## src/rtl/reset_request_scheduler.sv

```systemverilog
// Domain reset sequencer: ordered power-on release, then arbitrated soft-reset requests with 4-phase ack.
// Optional RESET_SCHED_RR_EN: round-robin grant in IDLE instead of fixed lowest-index priority.
module reset_request_scheduler #(
    parameter int NUM_REQ      = 3,
    parameter int HOLD_CYCLES  = 16,
    parameter int STEP_CYCLES  = 4,
    parameter int NO_INTERCNCT = 1,
    parameter int NO_PERIFERAL = 1,
    parameter int NO_PROCESSOR = 1,
    localparam int GW          = (NUM_REQ > 1) ? $clog2(NUM_REQ) : 1
) (
    input  logic                    clk,
    input  logic                    async_reset,
    input  logic [NUM_REQ-1:0]      req,
    input  logic [2*NUM_REQ-1:0]    req_scope,
    output logic [NUM_REQ-1:0]      ack,
    output logic [NO_INTERCNCT-1:0] intercnct_reset,
    output logic [NO_PERIFERAL-1:0] periferal_reset,
    output logic [NO_PROCESSOR-1:0] processor_reset,
    output logic                    busy,
    output logic [GW-1:0]           grant_id
);

    localparam int MAXC = (HOLD_CYCLES > STEP_CYCLES) ? HOLD_CYCLES : STEP_CYCLES;
    localparam int CW   = $clog2(MAXC + 1);

    typedef enum logic [3:0] {
        POR_HOLD, IDLE, ASSERT_PROC, ASSERT_PERI, ASSERT_ICN,
        HOLD, REL_ICN, REL_PERI, REL_PROC, ACK
    } state_t;

    state_t         state, state_d;
    logic [CW-1:0]  cnt;
    logic           por_q;
    logic [1:0]     scope_q;
    logic [GW-1:0]  gid_q;
    logic           step_done, hold_done;
    int             gnt_int;
    int             rr_start;

    assign step_done = (cnt == CW'(STEP_CYCLES - 1));
    assign hold_done = (cnt == CW'(HOLD_CYCLES - 1));
    assign grant_id  = gid_q;

`ifdef RESET_SCHED_RR_EN
    logic [GW-1:0] rr_ptr;

    assign rr_start = int'(rr_ptr);

    always_ff @(posedge clk or posedge async_reset) begin
        if (async_reset)
            rr_ptr <= '0;
        else if (state == IDLE && |req)
            rr_ptr <= (gnt_int == NUM_REQ - 1) ? '0 : GW'(gnt_int + 1);
    end
`else
    assign rr_start = 0;
`endif

    // Reverse scan so the last hit is the first requester at or after rr_start.
    always_comb begin
        gnt_int = 0;
        for (int i = NUM_REQ - 1; i >= 0; i--) begin
            if (req[(rr_start + i) % NUM_REQ])
                gnt_int = (rr_start + i) % NUM_REQ;
        end
    end

    always_comb begin
        state_d = state;
        case (state)
            POR_HOLD:    if (hold_done) state_d = REL_ICN;
            IDLE:        if (|req) state_d = ASSERT_PROC;
            ASSERT_PROC: if (step_done) state_d = (scope_q != 2'b00) ? ASSERT_PERI : HOLD;
            ASSERT_PERI: if (step_done) state_d = scope_q[1] ? ASSERT_ICN : HOLD;
            ASSERT_ICN:  if (step_done) state_d = HOLD;
            HOLD:        if (hold_done)
                             state_d = scope_q[1] ? REL_ICN : (scope_q[0] ? REL_PERI : REL_PROC);
            REL_ICN:     if (step_done) state_d = REL_PERI;
            REL_PERI:    if (step_done) state_d = REL_PROC;
            REL_PROC:    if (step_done) state_d = por_q ? IDLE : ACK;
            ACK:         if (!req[gid_q]) state_d = IDLE;
            default:     state_d = POR_HOLD;
        endcase
    end

    always_ff @(posedge clk or posedge async_reset) begin
        if (async_reset) begin
            state           <= POR_HOLD;
            cnt             <= '0;
            por_q           <= 1'b1;
            scope_q         <= 2'b00;
            gid_q           <= '0;
            ack             <= '0;
            busy            <= 1'b1;
            intercnct_reset <= '1;
            periferal_reset <= '1;
            processor_reset <= '1;
        end else begin
            state <= state_d;
            cnt   <= (state_d != state) ? '0 : cnt + CW'(1);
            busy  <= (state_d != IDLE);
            if (state == IDLE && |req) begin
                gid_q   <= GW'(gnt_int);
                scope_q <= req_scope[2*gnt_int +: 2];
            end
            // Reset outputs only move on entry to their own step, so out-of-scope ones stay put.
            if (state_d != state) begin
                case (state_d)
                    ASSERT_PROC: processor_reset <= '1;
                    ASSERT_PERI: periferal_reset <= '1;
                    ASSERT_ICN:  intercnct_reset <= '1;
                    REL_ICN:     intercnct_reset <= '0;
                    REL_PERI:    periferal_reset <= '0;
                    REL_PROC:    processor_reset <= '0;
                    ACK: begin
                        for (int i = 0; i < NUM_REQ; i++)
                            ack[i] <= (gid_q == GW'(i));
                    end
                    IDLE: begin
                        ack   <= '0;
                        gid_q <= '0;
                        por_q <= 1'b0;
                    end
                    default: ;
                endcase
            end
        end
    end

endmodule

```

## config.mk

```make
export PLATFORM = sky130hd
export DESIGN_NAME = reset_request_scheduler
export DESIGN_NICKNAME = d
export VERILOG_FILES = /design/src/rtl/reset_request_scheduler.sv
export SDC_FILE = /design/constraint.sdc
export NUM_CORES = 1
export LEC_CHECK = 0
export CAP_MARGIN = 5
export CELL_PAD_IN_SITES_DETAIL_PLACEMENT = 0
export CELL_PAD_IN_SITES_GLOBAL_PLACEMENT = 1
export CORE_ASPECT_RATIO = 0.6
export CORE_MARGIN = 2
export CORE_UTILIZATION = 38
export CTS_CLUSTER_DIAMETER = 200
export DETAILED_ROUTE_END_ITERATION = 8
export GPL_TIMING_DRIVEN = 0
export HOLD_SLACK_MARGIN = 0.02
export PLACE_DENSITY_LB_ADDON = 0.1
export SLEW_MARGIN = 20
export SYNTH_ARGS = -nofsm -noshare
export SYNTH_HDL_FRONTEND = slang
export SYNTH_SLANG_ARGS = --single-unit
```

## constraint.sdc

```tcl
create_clock -name clk -period 2.8 [get_ports clk]
set_input_delay 0.28 -clock clk [delete_from_list [all_inputs] [get_ports clk]]
set_output_delay 0.28 -clock clk [all_outputs]
set_load 0.05 [all_outputs]
```

Yosys cells after proc, flatten, opt, wreduce, memory -nomap -nowiden --
Index checks and enable logic that the tools add are counted.
Storage, ports and cells: bits in registers 21, word-level logic and storage cells 79, bits of input ports 11, output and inout bits 9
Operators by class: mux-type cells 29, add/sub/neg operators 1, magnitude comparators 1, shift-type cells 1, equality and inequality tests 23, reductions and logical operators 14
Operator list (count):
- $mux 4 | 13
- $pmux 4 s10 | 1
- $eq 4x3->1 const B | 7
- $eq 4x2->1 const B | 4
- $eq 4x4->1 const B | 4
- $mux 2 | 6
- $reduce_and 2->1 | 5
- $reduce_bool 2->1 | 5
- $eq 4x1->1 const B | 2
- $pmux 1 s2 | 3
- $pmux 3 s2 | 1
- $shiftx 6x4->2 | 1
- $add 5x1->5 const B | 1
- $eq 5x2->1 const B | 1
- $eq 5x4->1 const B | 1
- $mux 5 | 1
- $logic_not 4->1 | 1
- $ne 4x1->1 const B | 1
- $ne 4x4->1 | 1
- $lt 2x3->1 const B | 1
- $mux 3 | 1
- $reduce_or 3->1 | 1
- $bmux 1 s2 | 1
- $eq 2x1->1 const B | 1
- 4 further kinds | 5

Depth between registers and ports, before layout --
word-level depth 7, depth in mapped cells 9, gate-level depth less buffers 9

Least setup slack after synthesis --
No wires, ideal clock.
path type register to register, from reg cnt[0], to reg ack[0], data arrival time 2.565 ns, path slack 0.107 ns, cell stages (with the launch flop) 10, path buffers 0, clock period less this slack 2.693 ns, data required time 2.672 ns, cells stage by stage dfrtp_1 > ha_1 > and3_1 > ha_1 > or3b_2 > a221oi_1 > or4_4 > a211o_4 > nand4_2 > mux2_1
On the way: word-level cells in the longest chain between the ends 6, elaborated cells between the ends (all ways) 17, classes of those cells eq/ne: 5; mux: 10; reduce/logical: 2
Ends and longest elaborated chain:
- from (decl) | RTL line 33 | logic [CW-1:0] cnt;
- from (signal assigned) | RTL line 101 | cnt <= (state_d != state) ? '0 : cnt + CW'(1);
- $eq 5x2->1 / $eq 5x4->1 (equally long branches) | RTL line 41, 42
- $mux 4, or another cell as far along | RTL line 81 | REL_PROC: if (step_done) state_d = por_q ? IDLE : ACK;
- $pmux 4 s10 * | RTL line 71 | case (state)
- $eq 4x1->1 / $eq 4x4->1 (equally long branches) | RTL line 109 | case (state_d)
- $reduce_bool 2->1 (no line)
- $reduce_and 2->1 (no line)
- to (signal, indexed assignment) | RTL line 118 | ack[i] <= (gid_q == GW'(i));
- to (decl) | RTL line 16 | output logic [NUM_REQ-1:0] ack,
Every way passes the cells marked *; elsewhere a longest branch is shown, timed or not. A chain may end at the register's enable or synchronous reset.

Worst setup path after layout --
from reg cnt[0], to reg ack[1]
The elaborated chain is that of the path after synthesis.

==> impl_metrics.json <==
{
  "routed-via-count": 1217,
  "initial_utilization": 0.393,
  "wl_per_cell_um": 15.8,
  "r2r-start": "cnt[0]",
  "max_freq_mhz": 368,
  "hold_slack_ns": 0.462,
  "cts_buffers": 3,
  "drt_first_iter_violations": 54,
  "crit_family": "simple AND/OR/NAND/NOR gates",
  "finalPower_mw": 2.06,
  "path_cells": "ha_2 -> and3_1 -> ha_4 -> or3b_4 -> a221oi_2 -> or4_4 -> a211o_4 -> nand4_4 -> mux2_1",
  "max_slew.worst_pin.slew_ns": 0.802,
  "fin_util": 0.488,
  "clk_latency_ns": 0.26,
  "grt.overflow.total": 0,
  "p_leak_nw": 0.704,
  "synthDistinctLibCells": 60,
  "die_w_um": 83.4,
  "grt_use_total": 0.176,
  "dp_hpwl_mm": 2.56,
  "ys_seq_area_frac": 0.370,
  "core_um2": 3660,
  "diodes": 0,
  "ioPinCount": 20,
  "grt_pass1_wl_mm": 5.89,
  "rows": 17,
  "area_delta_synth_final_pct": 24.1,
  "ys.flop_type": "dfrtp_1",
  "cp_slowest_stage_delay_ns": 0.54,
  "fin_ws_ns": 0.0809,
  "die_y_um": 51.7,
  "critical_path_class": "reg -> reg",
  "die_area_um2": 4310,
  "synth_edf_count": 0,
  "crit_path_end_kind": "register",
  "yosys.area.top_type": "dfrtp_1",
  "cts_tree": "yes",
  "maxSlewHeadroom": 0.465,
  "cts_sinks": 21,
  "slew_viol_final": 0,
  "min_period_over_period": 0.971,
  "final_antenna_net_count": 0,
  "cts_max_path_buffers": 2,
  "htreeDepth": 1,
  "cts_root_buffer": "clkbuf_8",
  "required_ns": 2.95,
  "antenna_found_initial": 0,
  "crit_path_max_fanout": 6,
  "holdCritPathClass": "in -> async",
  "grt_pass1_vias": 1135,
  "grt_max_degree": 22,
  "synth_common_cells": "dfrtp_1, nor2_1, a21oi_1, inv_1, nor2b_1",
  "power.density_nw_per_um2": 1150,
  "synthTopCellsByArea": "dfrtp_1, dfstp_2, nor2_1, nor2b_1, a21oi_1",
  "fin_cells": 217,
  "status": "complete, no violations",
  "yosysWarnings": 0,
  "crit_path_top_delay_cell": "or4_4",
  "hold_violations": 0,
  "startpoint": "cnt[0]",
  "pre_cts_ws_ns": -0.112,
  "cp-start-kind": "register",
  "synthArstFlopShare": 1.00,
  "first_pass_iters": 4,
  "postSynthCellCount": 146,
  "drc_errors": 0,
  "viasPerCell": 5.61,
  "placed_cells": 211,
  "io_buffers": 18,
  "routabilityCongestion": 0.835,
  "avgSynthCellArea_um2": 9.86,
  "ys_ff_latch": 21,
  "setup_viol": 0,
  "syn_nets": 159,
  "wirelength_mm": 3.42,
  "fin_nets": 184,
  "cp_data_arrival_time_ns": 2.87,
  "syn_area_um2": 1440,
  "clock_skew_ns": 0.00302,
  "max-cap-violations": 0,
  "synth.most_common_cell": "dfrtp_1",
  "synth_top_area_share": 0.278,
  "drive_gt1_frac": 0.235,
  "cts.hold.buffers_added": 0,
  "max-vdd-ir-drop_v": 0.000681,
  "cp.buffers_inverters": 0,
  "clk_pin_slew_ns": 0.08,
  "period_needed_ns": 2.72
}
==> path summary, 6_finish.rpt <==
path                       depth (start not counted)       end  slack (ns)
setup / recovery                                   9    ack[1]        0.08
hold / removal                                     2    ack[0]        0.46
setup reg to reg                                   9    ack[1]        0.08
hold reg to reg                                    1    cnt[0]        0.46
max in group asynchronous                          2  state[1]        1.84
min in group clk                                   1    cnt[0]        0.46
==> cell families (layout without fill, tap and decap cells) <==
logic type,after synthesis,in the layout,synth area share
simple gates,60,60,0.285
compound gates,33,33,0.177
flops,21,21,0.370
buf+inv,17,41,0.0548
mux,10,10,0.0783
xor+xnor,3,3,0.0183
fa+ha+maj,2,2,0.0174
==> metal layers <==
layer,GRT usage,up-vias,wire (um),share of wire
met1,0.263,595,1840,0.54
met5,0,-,0,0
li1,-,593,-,-
met3,0.0381,5,111,0.032
met2,0.258,24,1430,0.42
met4,0.0484,0,36,0.011
==> power breakdown <==
| part | switching, mW | internal [mW] |
|---|---|---|
| Sequential | 0.104 | 0.447 |
| Combinational | 0.744 | 0.565 |
| Clock | 0.100 | 0.102 |
==> cell type report <==
class	count	area [um2]
Fill cell	365	1870
Buffer	9	48.8
Timing Repair Buffer	20	195
Tap cell	47	58.8
Clock buffer	4	45.0
Inverter	8	30.0
Multi-Input combinational cell	108	876
Sequential cell	21	532
==> sequential cells by signal, summed over array words and instances, names as in the netlist <==
signal	flops
ack	3
busy	1
cnt	5
grant_id	2
intercnct_reset	1
periferal_reset	1
por_q	1
processor_reset	1
scope_q	2
state	4
==> placed cells by master (no fill, tap or decap), types with 3 or more instances in the layout <==
master / netlist / layout
clkdlybuf4s50_1: 0 / 18
clkbuf_1: 4 / 5
or3_1: 3 / 3
nor3b_1: 3 / 3
a21oi_1: 7 / 7
nand2_1: 3 / 3
nor2b_1: 7 / 7
nor2_1: 12 / 12
buf_4: 1 / 3
inv_1: 7 / 7
dfstp_2: 5 / 5
clkbuf_8: 0 / 3
mux2i_1: 3 / 3
o21ai_0: 4 / 4
buf_2: 3 / 3
mux2_1: 3 / 3
nor3_1: 4 / 4
mux2_2: 3 / 3
dfrtp_1: 16 / 16
==> worst register-to-register path: stages, from the launching register on <==
cell,delay [ns]
dfrtp_1,0.40
ha_2,0.20
and3_1,0.18
ha_4,0.19
or3b_4,0.26
a221oi_2,0.06
or4_4,0.54
a211o_4,0.35
nand4_4,0.11
mux2_1,0.32
==> per-stage QoR <==
stage / instance area, um2 / setup TNS, ns
2_1_floorplan: 1440 / 0
3_3_place_gp: 1680 / -0.418
5_1_grt: 1790 / -0.00489
6_report: 1790 / 0
4_1_cts: 1730 / 0
3_5_place_dp: 1680 / -0.413
==> timing repair <==
| item | CTS | global route |
|---|---|---|
| endpoints found under the setup margin | 5 | 8 |
| pin swaps | 1 | 5 |
| setup buffers | 0 | 2 |
| resized for setup | 2 | 6 |
(Power assumes the default switching activity.)
